--- src/rtl/flb_lock_ctrl.sv ---
// -----------------------------------------------------------------------------
// flb_lock_ctrl -- frequency-lock loop controller for the DPLL FLB.
//
// Compares each per-window DCO cycle count against a target and drives the
// binary coarse band code and fine matrix code into the downstream
// thermometer decoder. Acquisition is an 8-step binary search on the band
// code, followed by +/-1 tracking on the matrix code with lock detection.
// All outputs are registered.
//
// Ports
//   clk        rising-edge clock
//   rst_n      asynchronous active-low reset
//   en         level enable; low returns to IDLE, high in IDLE starts acquisition
//   tgt_cnt    target DCO count per window (unsigned, CW bits)
//   tol        accepted |error| window for fine lock (unsigned)
//   cnt_valid  single-cycle strobe qualifying cnt_val
//   cnt_val    measured DCO count (unsigned, CW bits)
//   s_band     coarse band code
//   s_mtrx     fine matrix code
//   busy       high while acquiring, tracking or locked
//   lock       frequency lock indicator
//   sat        sticky: a fine step past 0 or 255 was suppressed
// -----------------------------------------------------------------------------
module flb_lock_ctrl #(
    parameter int         CW         = 16,
    parameter int         SETTLE     = 2,
    parameter int         LOCK_CNT   = 4,
    parameter int         UNLOCK_CNT = 2,
    parameter logic [7:0] MTRX_INIT  = 8'h80
) (
    input  logic          clk,
    input  logic          rst_n,
    input  logic          en,
    input  logic [CW-1:0] tgt_cnt,
    input  logic [7:0]    tol,
    input  logic          cnt_valid,
    input  logic [CW-1:0] cnt_val,
    output logic [7:0]    s_band,
    output logic [7:0]    s_mtrx,
    output logic          busy,
    output logic          lock,
    output logic          sat
);

    // Counter widths sized so each counter can hold its terminal value.
    localparam int SW = (SETTLE     > 0) ? $clog2(SETTLE + 1)     : 1;
    localparam int LW = (LOCK_CNT   > 0) ? $clog2(LOCK_CNT + 1)   : 1;
    localparam int UW = (UNLOCK_CNT > 0) ? $clog2(UNLOCK_CNT + 1) : 1;

    localparam logic [SW-1:0] SETTLE_V = SW'(SETTLE);
    localparam logic [LW-1:0] LOCK_V   = LW'(LOCK_CNT);
    localparam logic [UW-1:0] UNLOCK_V = UW'(UNLOCK_CNT);

    typedef enum logic [1:0] {
        S_IDLE,
        S_COARSE,
        S_FINE,
        S_LOCK
    } state_t;

    state_t        state_q, state_d;
    logic [2:0]    k_q, k_d;
    logic [SW-1:0] settle_q, settle_d;
    logic [LW-1:0] lcnt_q, lcnt_d, lcnt_inc;
    logic [UW-1:0] ucnt_q, ucnt_d, ucnt_inc;
    logic [7:0]    band_d, mtrx_d;
    logic          busy_d, lock_d, sat_d;
    logic          start;

    // Error evaluation: one extra bit makes the unsigned subtraction a
    // two's-complement signed error; the MSB is the "too slow" flag.
    logic [CW:0]   diff, mag;
    logic          too_slow, in_win;

    always_comb begin
        diff     = {1'b0, cnt_val} - {1'b0, tgt_cnt};
        too_slow = diff[CW];
        mag      = too_slow ? -diff : diff;
        in_win   = (mag <= {{(CW-7){1'b0}}, tol});
    end

    always_comb begin
        state_d  = state_q;
        k_d      = k_q;
        settle_d = settle_q;
        lcnt_d   = lcnt_q;
        ucnt_d   = ucnt_q;
        band_d   = s_band;
        mtrx_d   = s_mtrx;
        lock_d   = lock;
        sat_d    = sat;
        start    = 1'b0;
        lcnt_inc = lcnt_q + LW'(1);
        ucnt_inc = ucnt_q + UW'(1);

        if (!en) begin
            // Codes are left where they are; only status drops.
            state_d = S_IDLE;
            lock_d  = 1'b0;
        end else if (state_q == S_IDLE) begin
            band_d  = 8'h80;
            mtrx_d  = MTRX_INIT;
            k_d     = 3'd7;
            sat_d   = 1'b0;
            lcnt_d  = '0;
            ucnt_d  = '0;
            start   = 1'b1;
            state_d = S_COARSE;
        end else if (cnt_valid) begin
            if (settle_q != '0) begin
                // Measurement still reflects the previous code: discard.
                settle_d = settle_q - SW'(1);
            end else begin
                case (state_q)
                    S_COARSE: begin
                        // Binary search: bit k stays only if still too slow.
                        if (!too_slow) band_d[k_q] = 1'b0;
                        if (k_q != 3'd0) begin
                            band_d[k_q - 3'd1] = 1'b1;
                            k_d                = k_q - 3'd1;
                        end else begin
                            state_d = S_FINE;
                            lcnt_d  = '0;
                        end
                    end
                    default: begin
                        // FINE and LOCK share the same +/-1 stepping rule.
                        if (!in_win) begin
                            if (too_slow) begin
                                if (s_mtrx == 8'hFF) sat_d  = 1'b1;
                                else                 mtrx_d = s_mtrx + 8'd1;
                            end else begin
                                if (s_mtrx == 8'h00) sat_d  = 1'b1;
                                else                 mtrx_d = s_mtrx - 8'd1;
                            end
                        end
                        if (state_q == S_FINE) begin
                            if (!in_win) begin
                                lcnt_d = '0;
                            end else begin
                                lcnt_d = lcnt_inc;
                                if (lcnt_inc == LOCK_V) begin
                                    lock_d  = 1'b1;
                                    ucnt_d  = '0;
                                    state_d = S_LOCK;
                                end
                            end
                        end else begin
                            if (in_win) begin
                                ucnt_d = '0;
                            end else if (ucnt_inc == UNLOCK_V) begin
                                lock_d  = 1'b0;
                                lcnt_d  = '0;
                                ucnt_d  = '0;
                                state_d = S_FINE;
                            end else begin
                                ucnt_d = ucnt_inc;
                            end
                        end
                    end
                endcase
            end
        end

        // Any code movement (and every acquisition start) opens a fresh
        // settle window so stale counts never steer the loop.
        if (start || (band_d != s_band) || (mtrx_d != s_mtrx))
            settle_d = SETTLE_V;

        busy_d = (state_d != S_IDLE);
    end

    always_ff @(posedge clk or negedge rst_n) begin
        if (!rst_n) begin
            state_q  <= S_IDLE;
            k_q      <= 3'd0;
            settle_q <= '0;
            lcnt_q   <= '0;
            ucnt_q   <= '0;
            s_band   <= 8'h80;
            s_mtrx   <= MTRX_INIT;
            busy     <= 1'b0;
            lock     <= 1'b0;
            sat      <= 1'b0;
        end else begin
            state_q  <= state_d;
            k_q      <= k_d;
            settle_q <= settle_d;
            lcnt_q   <= lcnt_d;
            ucnt_q   <= ucnt_d;
            s_band   <= band_d;
            s_mtrx   <= mtrx_d;
            busy     <= busy_d;
            lock     <= lock_d;
            sat      <= sat_d;
        end
    end

endmodule

--- config.mk ---
export PLATFORM = sky130hd
export DESIGN_NAME = flb_lock_ctrl
export DESIGN_NICKNAME = d
export VERILOG_FILES = /design/src/rtl/flb_lock_ctrl.sv
export SDC_FILE = /design/constraint.sdc
export NUM_CORES = 1
export LEC_CHECK = 0
export CORE_UTILIZATION = 50
export CTS_CLUSTER_DIAMETER = 40
export DETAILED_ROUTE_END_ITERATION = 8
export PLACE_DENSITY = 0.81
export SYNTH_ARGS = -nofsm -noshare
export SYNTH_HDL_FRONTEND = slang
export SYNTH_SLANG_ARGS = --single-unit
export TNS_END_PERCENT = 10
--- constraint.sdc ---
create_clock -name clk -period 3.1 [get_ports clk]
set_input_delay 0.465 -clock clk [delete_from_list [all_inputs] [get_ports clk]]
set_output_delay 0.465 -clock clk [all_outputs]
set_load 0.05 [all_outputs]
After elaboration in Yosys (flattened, before gate mapping)
Cells that the tools add are included.
{"block": "word_totals", "inputBits": 44, "output_inout_bits": 19, "reg_bits": 31, "wordCells": 158}
{"block": "op_classes", "n_reduce_logical": 23, "n_bitwise": 3, "order_cmp": 5, "add_sub_neg": 8, "muxes": 85, "eq_ne": 24}
{"op": "$mux 8", "n": 21}
{"op": "$mux 2", "n": 25}
{"op": "$mux 3", "n": 14}
{"op": "$mux 1", "n": 22}
{"op": "$le 17x8->1", "n": 1}
{"op": "$mux 17", "n": 1}
{"op": "$neg 17->17", "n": 1}
{"op": "$sub 16x16->17", "n": 1}
{"op": "$ne 8x8->1", "n": 2}
{"op": "$reduce_bool 2->1", "n": 8}
{"op": "$reduce_and 6->1", "n": 2}
{"op": "$ne 2x2->1 const B", "n": 5}
{"op": "$ne 3x2->1 const B", "n": 3}
{"op": "$ne 3x3->1 const B", "n": 3}
{"op": "$add 8x1->8 const B", "n": 1}
{"op": "$and 8x8->8", "n": 1}
{"op": "$eq 8x8->1 const B", "n": 1}
{"op": "$logic_not 8->1", "n": 1}
{"op": "$lt 3x4->1 const B", "n": 2}
{"op": "$not 8->8", "n": 1}
{"op": "$or 8x8->8", "n": 1}
{"op": "$reduce_and 8->1", "n": 1}
{"op": "$sub 8x1->8 const B", "n": 1}
{"op": "$reduce_and 7->1", "n": 1}
{"op": "other kinds (19)", "n": 28}

Logic depth before layout (Yosys ltp)
{"block": "logic_depth", "depth_word": 24, "ltp_mapped": 22, "ltp_nobuf": 19}

Worst setup path before layout
OpenSTA, ideal clock, no wires.
{"block": "synth_timing", "path_kind": "input port to flip-flop", "startpoint": "in tgt_cnt[13]", "endpoint": "reg lcnt_q[2]", "path_stages": 21, "required_ps": 3008, "arrival_ps": 4809, "n_path_buf": 3, "setup_ps": 92, "slack_ps": -1801, "cell_sequence": "inv_1 -> ha_1 -> a21o_1 -> a211oi_1 -> o211ai_1 -> o21ai_1 -> clkbuf_1 -> clkbuf_1 -> nand2_1 -> xnor2_1 -> ha_1 -> a2111oi_0 -> o21ai_0 -> o2111ai_1 -> a21oi_1 -> a311oi_1 -> o211ai_1 -> or2_1 -> buf_6 -> or4_4 -> o31ai_2"}
{"block": "synth_via", "elab_chain_len": 10, "elab_cells_between_ends": 12, "cone_classes": "add/sub: 2; order compare: 1; eq/ne: 1; mux: 7; reduce/logical: 1"}
{"item": "start, declared", "line": "34", "rtl": "input logic [CW-1:0] tgt_cnt,"}
{"item": "$sub 16x16->17 (*)", "line": "76", "rtl": "diff = {1'b0, cnt_val} - {1'b0, tgt_cnt};"}
{"item": "$neg 17->17", "line": "78", "rtl": "mag = too_slow ? -diff : diff;"}
{"item": "$mux 17 (*)", "line": "78"}
{"item": "$le 17x8->1 (*)", "line": "79", "rtl": "in_win = (mag <= {{(CW-7){1'b0}}, tol});"}
{"item": "$mux 3", "line": "138", "rtl": "if (!in_win) begin"}
{"item": "$mux 3", "line": "137", "rtl": "if (state_q == S_FINE) begin"}
{"item": "$mux 3", "line": "114", "rtl": "case (state_q)"}
{"item": "$mux 3", "line": "110", "rtl": "if (settle_q != '0) begin"}
{"item": "$mux 3", "line": "109", "rtl": "end else if (cnt_valid) begin"}
{"item": "$mux 3", "line": "100", "rtl": "end else if (state_q == S_IDLE) begin"}
{"item": "end signal, assigned", "line": "189", "rtl": "lcnt_q <= lcnt_d;"}
{"item": "end, declared", "line": "64", "rtl": "logic [LW-1:0] lcnt_q, lcnt_d, lcnt_inc;"}
Every way passes the cells marked *; elsewhere a longest branch is shown, timed or not. The select of a mux whose other input is x is not followed.
A chain may end at the register's enable or synchronous reset.

Worst setup path in the final report
{"block": "layout_timing", "startpoint": "in tgt_cnt[13]", "endpoint": "reg lcnt_q[0]"}
Same word-level chain as after synthesis.

==> flow_metrics.py <==
metrics = {
    "outcome": {
        "run_status": "finished with violations",
        "violations": "DRC, setup timing",
    },
    "setup_path": {
        "cp_num_buf_inv": 4,
        "critPathMaxStageDelay_ps": 540,
        "path_cells": "buf_6 -> inv_4 -> ha_4 -> a21o_1 -> a211oi_2 -> o211ai_1 -> buf_4 -> buf_6 -> o21a_1 -> nor2_1 -> xnor2_1 -> ha_2 -> a2111oi_4 -> o21ai_1 -> o2111ai_1 -> a21oi_2 -> a311oi_2 -> o211ai_1 -> or2_1 -> or4_4 -> mux2i_1",
        "critical-path-top-delay-family": "compound AO/OA/AOI/OAI gates",
        "crit_required_ps": 3310,
        "path_class": "in -> reg",
        "cp_slowest_cell": "or4_4",
        "crit_fanout": 3,
        "critPathArrivalTime_ps": 4380,
        "cp-start-kind": "primary input",
        "end_kind": "register",
    },
    "cts": {
        "clockRootBuffer": "clkbuf_8",
        "cts_max_level": 2,
        "clock_path_buffers": 2,
        "clock_latency_ps": 290,
        "clkTransAtPathRegs_ps": 70,
        "cts_tree": "yes",
        "cts_sinks": 31,
        "holdBufCountCts": 0,
        "numCtsBuffers": 5,
    },
    "routing": {
        "final_antenna_net_count": 0,
        "drt_iter0_drc": 633,
        "wl_per_cell_um": 19.3,
        "vias": 5808,
        "drc_errors": 2,
        "vias_per_cell": 6.58,
        "wirelength_um": 17000,
        "dr.pass1.iters": 9,
    },
    "global_routing": {
        "grt_antenna_before_repair": 0,
        "grt_pass1_wl_um": 25300,
        "grt_overflow": 0,
        "grt_max_degree": 32,
        "track_usage": 0.362,
        "grt_pass1_vias": 5372,
    },
    "logic_synthesis": {
        "yosysWarnings": 0,
        "synth_top_family_by_area": "compound AO/OA/AOI/OAI gates",
        "yosys.area_share.simple": 0.254,
        "syn_area_sq_mm": 0.00423,
        "synth_edf_count": 0,
        "synth_top_cell_area_share": 0.172,
        "yosys.area.top_type": "dfrtp_1",
        "synthXorXnorAreaFrac": 0.0373,
        "async_flop_share": 1.00,
        "syn_inst": 578,
        "ys_seq_elements": 31,
        "syn_nets": 658,
        "synth_seq_area_share": 0.184,
        "synthFlopType": "dfrtp_1",
        "yosysUniqueCellTypes": 81,
        "synth-compound-area-share": 0.321,
        "synthAdderAreaFrac": 0.108,
        "avgSynthCellArea_sq_um": 7.31,
        "synth_mux_area_frac": 0.0222,
        "yosys-top-cells-area": "dfrtp_1, ha_1, nand2_1",
    },
    "placed_design": {
        "dpl.hpwl_um": 10500,
        "dpl-instance-area_sq_mm": 0.00590,
        "globalplace.congestion": 0.928,
        "port_buffers": 62,
    },
    "sta": {
        "final.setup.tns_ps": -18150,
        "finClkSkew_ps": 6.69,
        "setup_ws_ps": -1070,
        "max_slew_margin": 0.637,
        "fin_crit_ps": 4170,
        "max_freq_ghz": 0.240,
        "rsz0062_at_grt": "true",
        "finalCritPeriodShare": 1.34,
        "final_max_slew_viol_count": 0,
        "finalHoldViolations": 0,
        "setup_viol": 20,
        "worstMarginPinSlew_ps": 539,
    },
    "pwr": {
        "powerDensity_mw_per_mm2": 392,
        "power.leakage_nw": 2.90,
        "peakVddDrop_v": 0.000253,
        "power_mw": 2.59,
    },
    "final_layout": {
        "fill_cells": 478,
        "area_growth_pct": 56.6,
        "final_util": 0.806,
        "layout.nets": 858,
        "drive_gt1_frac": 0.341,
        "diodes": 0,
        "final_area_sq_mm": 0.00662,
    },
    "floorplanning": {
        "die_h_um": 93.9,
        "start_util": 0.514,
        "die_area_sq_mm": 0.00882,
        "die_w_um": 93.9,
        "rows": 33,
        "pin_count": 63,
        "fp.coreArea_sq_mm": 0.00822,
    },
    "job": {
        "cap_violations": 0,
    },
    "min_path": {
        "hold_path.class": "reg -> reg",
    },
}
==> metal layers <==
layer	vias to the layer above	global-route usage	wire, um
met3	110	0.0518	1510
met2	446	0.606	8140
li1	2550	-	-
met5	-	0	0
met4	0	0.147	879
met1	2702	0.465	6520
==> cells in the mapped netlist, drive strengths merged (3+ instances only) <==
master,n
o22ai,7
buf,6
and2,6
nor2,49
o221a,3
nand2b,11
ha,35
o41ai,6
o311ai,3
o2111ai,6
a31oi,12
a21o,6
nand2,61
nor4,4
clkbuf,22
a21oi,38
or4,4
xor2,5
nand4,7
and3,7
xnor2,13
a211oi,5
or2,6
o21ai,38
inv,50
mux2i,6
a22oi,3
o21a,4
a311oi,4
o32ai,4
o211ai,9
or3,6
a211o,3
nor3,19
dfrtp,29
a32oi,5
nor2b,6
o31ai,7
nand3,21
==> worst reg2reg max path, delay by kind of cell, from the launching register on <==
| kind | cells | cell delay [ps] |
|---|---|---|
| buffers and inverters | 2 | 230 |
| AO/OA/AOI/OAI | 7 | 1780 |
| adder cells (fa/ha/maj) | 1 | 260 |
| multiplexers | 1 | 210 |
| flip-flops | 1 | 360 |
| AND/OR/NAND/NOR | 1 | 180 |
==> flip-flops by register name, summed over array words and instances, names as in the netlist <==
signal	cells
lock	1
settle_q	2
s_mtrx	8
lcnt_q	3
s_band	8
k_q	3
ucnt_q	2
sat	1
busy	1
state_q	2
==> logic make-up (layout without fill, tap and decap cells) <==
logic type      Yosys count  in the layout
simple gates            214            214
compound gates          192            192
buf+inv                  79            279
fa+ha+maj                36             36
flops                    31             31
xor+xnor                 18             18
mux                       8              8
==> placed cells by master, fill, tap and decap left out, types with 4 or more instances in the layout <==
cell	count
or3_1	5
clkdlybuf4s50_1	31
nand3_1	21
inv_1	37
xor2_1	5
or2_2	4
a21oi_4	5
o21ai_0	25
clkbuf_8	6
nand2b_1	10
nor2_1	45
ha_1	19
dfrtp_1	29
o21a_1	4
xnor2_1	13
o2111ai_1	4
a32oi_1	5
a21oi_1	29
o21ai_1	8
nand4_1	7
inv_2	11
o22ai_1	6
mux2i_1	5
nor2b_1	6
a31oi_1	12
a21oi_2	4
a21o_1	6
o211ai_1	8
buf_4	148
nand2_1	57
o31ai_1	5
dlygate4sd2_1	19
nor3_1	16
and2_1	5
ha_4	13
o41ai_1	6
buf_6	13
clkdlybuf4s15_1	5
and3_1	5
==> layout make-up <==
| cell class | instances | area, sq um | area share |
|---|---|---|---|
| tap | 105 | 131 | 0.0198 |
| sequential | 31 | 778 | 0.118 |
| inverter | 51 | 201 | 0.0304 |
| timing repair buffer | 221 | 1830 | 0.276 |
| multi-input combinational | 468 | 3590 | 0.543 |
| clock buffer | 6 | 82.6 | 0.0125 |
| clock inverter | 1 | 5.00 | 0.000756 |
==> repair_timing <==
action / in CTS / in global routing
buffers inserted: 26 / 8
resized for setup: 126 / 25
gates cloned: 0 / 0
setup endpoints to repair: 20 / 20
pin swaps: 45 / 28
==> final timing paths <==
kind | from | slack, ps | cells after the start | endpoint
worst min-delay path | s_band[7]$_DFF_PN1_ | 530 | 2 | s_band[7]$_DFF_PN1_
worst min register to register | s_band[7]$_DFF_PN1_ | 530 | 2 | s_band[7]$_DFF_PN1_
max in group asynchronous | rst_n | 2190 | 2 | s_band[7]$_DFF_PN1_
worst max register to register | k_q[1]$_DFFE_PN0P_ | 0 | 12 | lcnt_q[0]$_DFFE_PN0P_
worst max-delay path | tgt_cnt[13] | -1070 | 21 | lcnt_q[0]$_DFFE_PN0P_
min in group asynchronous | rst_n | 570 | 2 | s_band[4]$_DFF_PN0_
==> metrics by stage <==
step	worst slack (ps)	std cells	hold slack [ps]
after floorplan	-1310	578	169
after CTS	-966	875	520
after detailed placement	-1800	843	507
after global routing	-1270	883	558
final	-1070	883	531
after global placement	-1690	843	493
==> where the power goes <==
part	internal, mW	switching [mW]
registers	0.437	0.0312
clock network	0.174	0.168
logic	0.798	0.985
(Power assumes the default switching activity.)
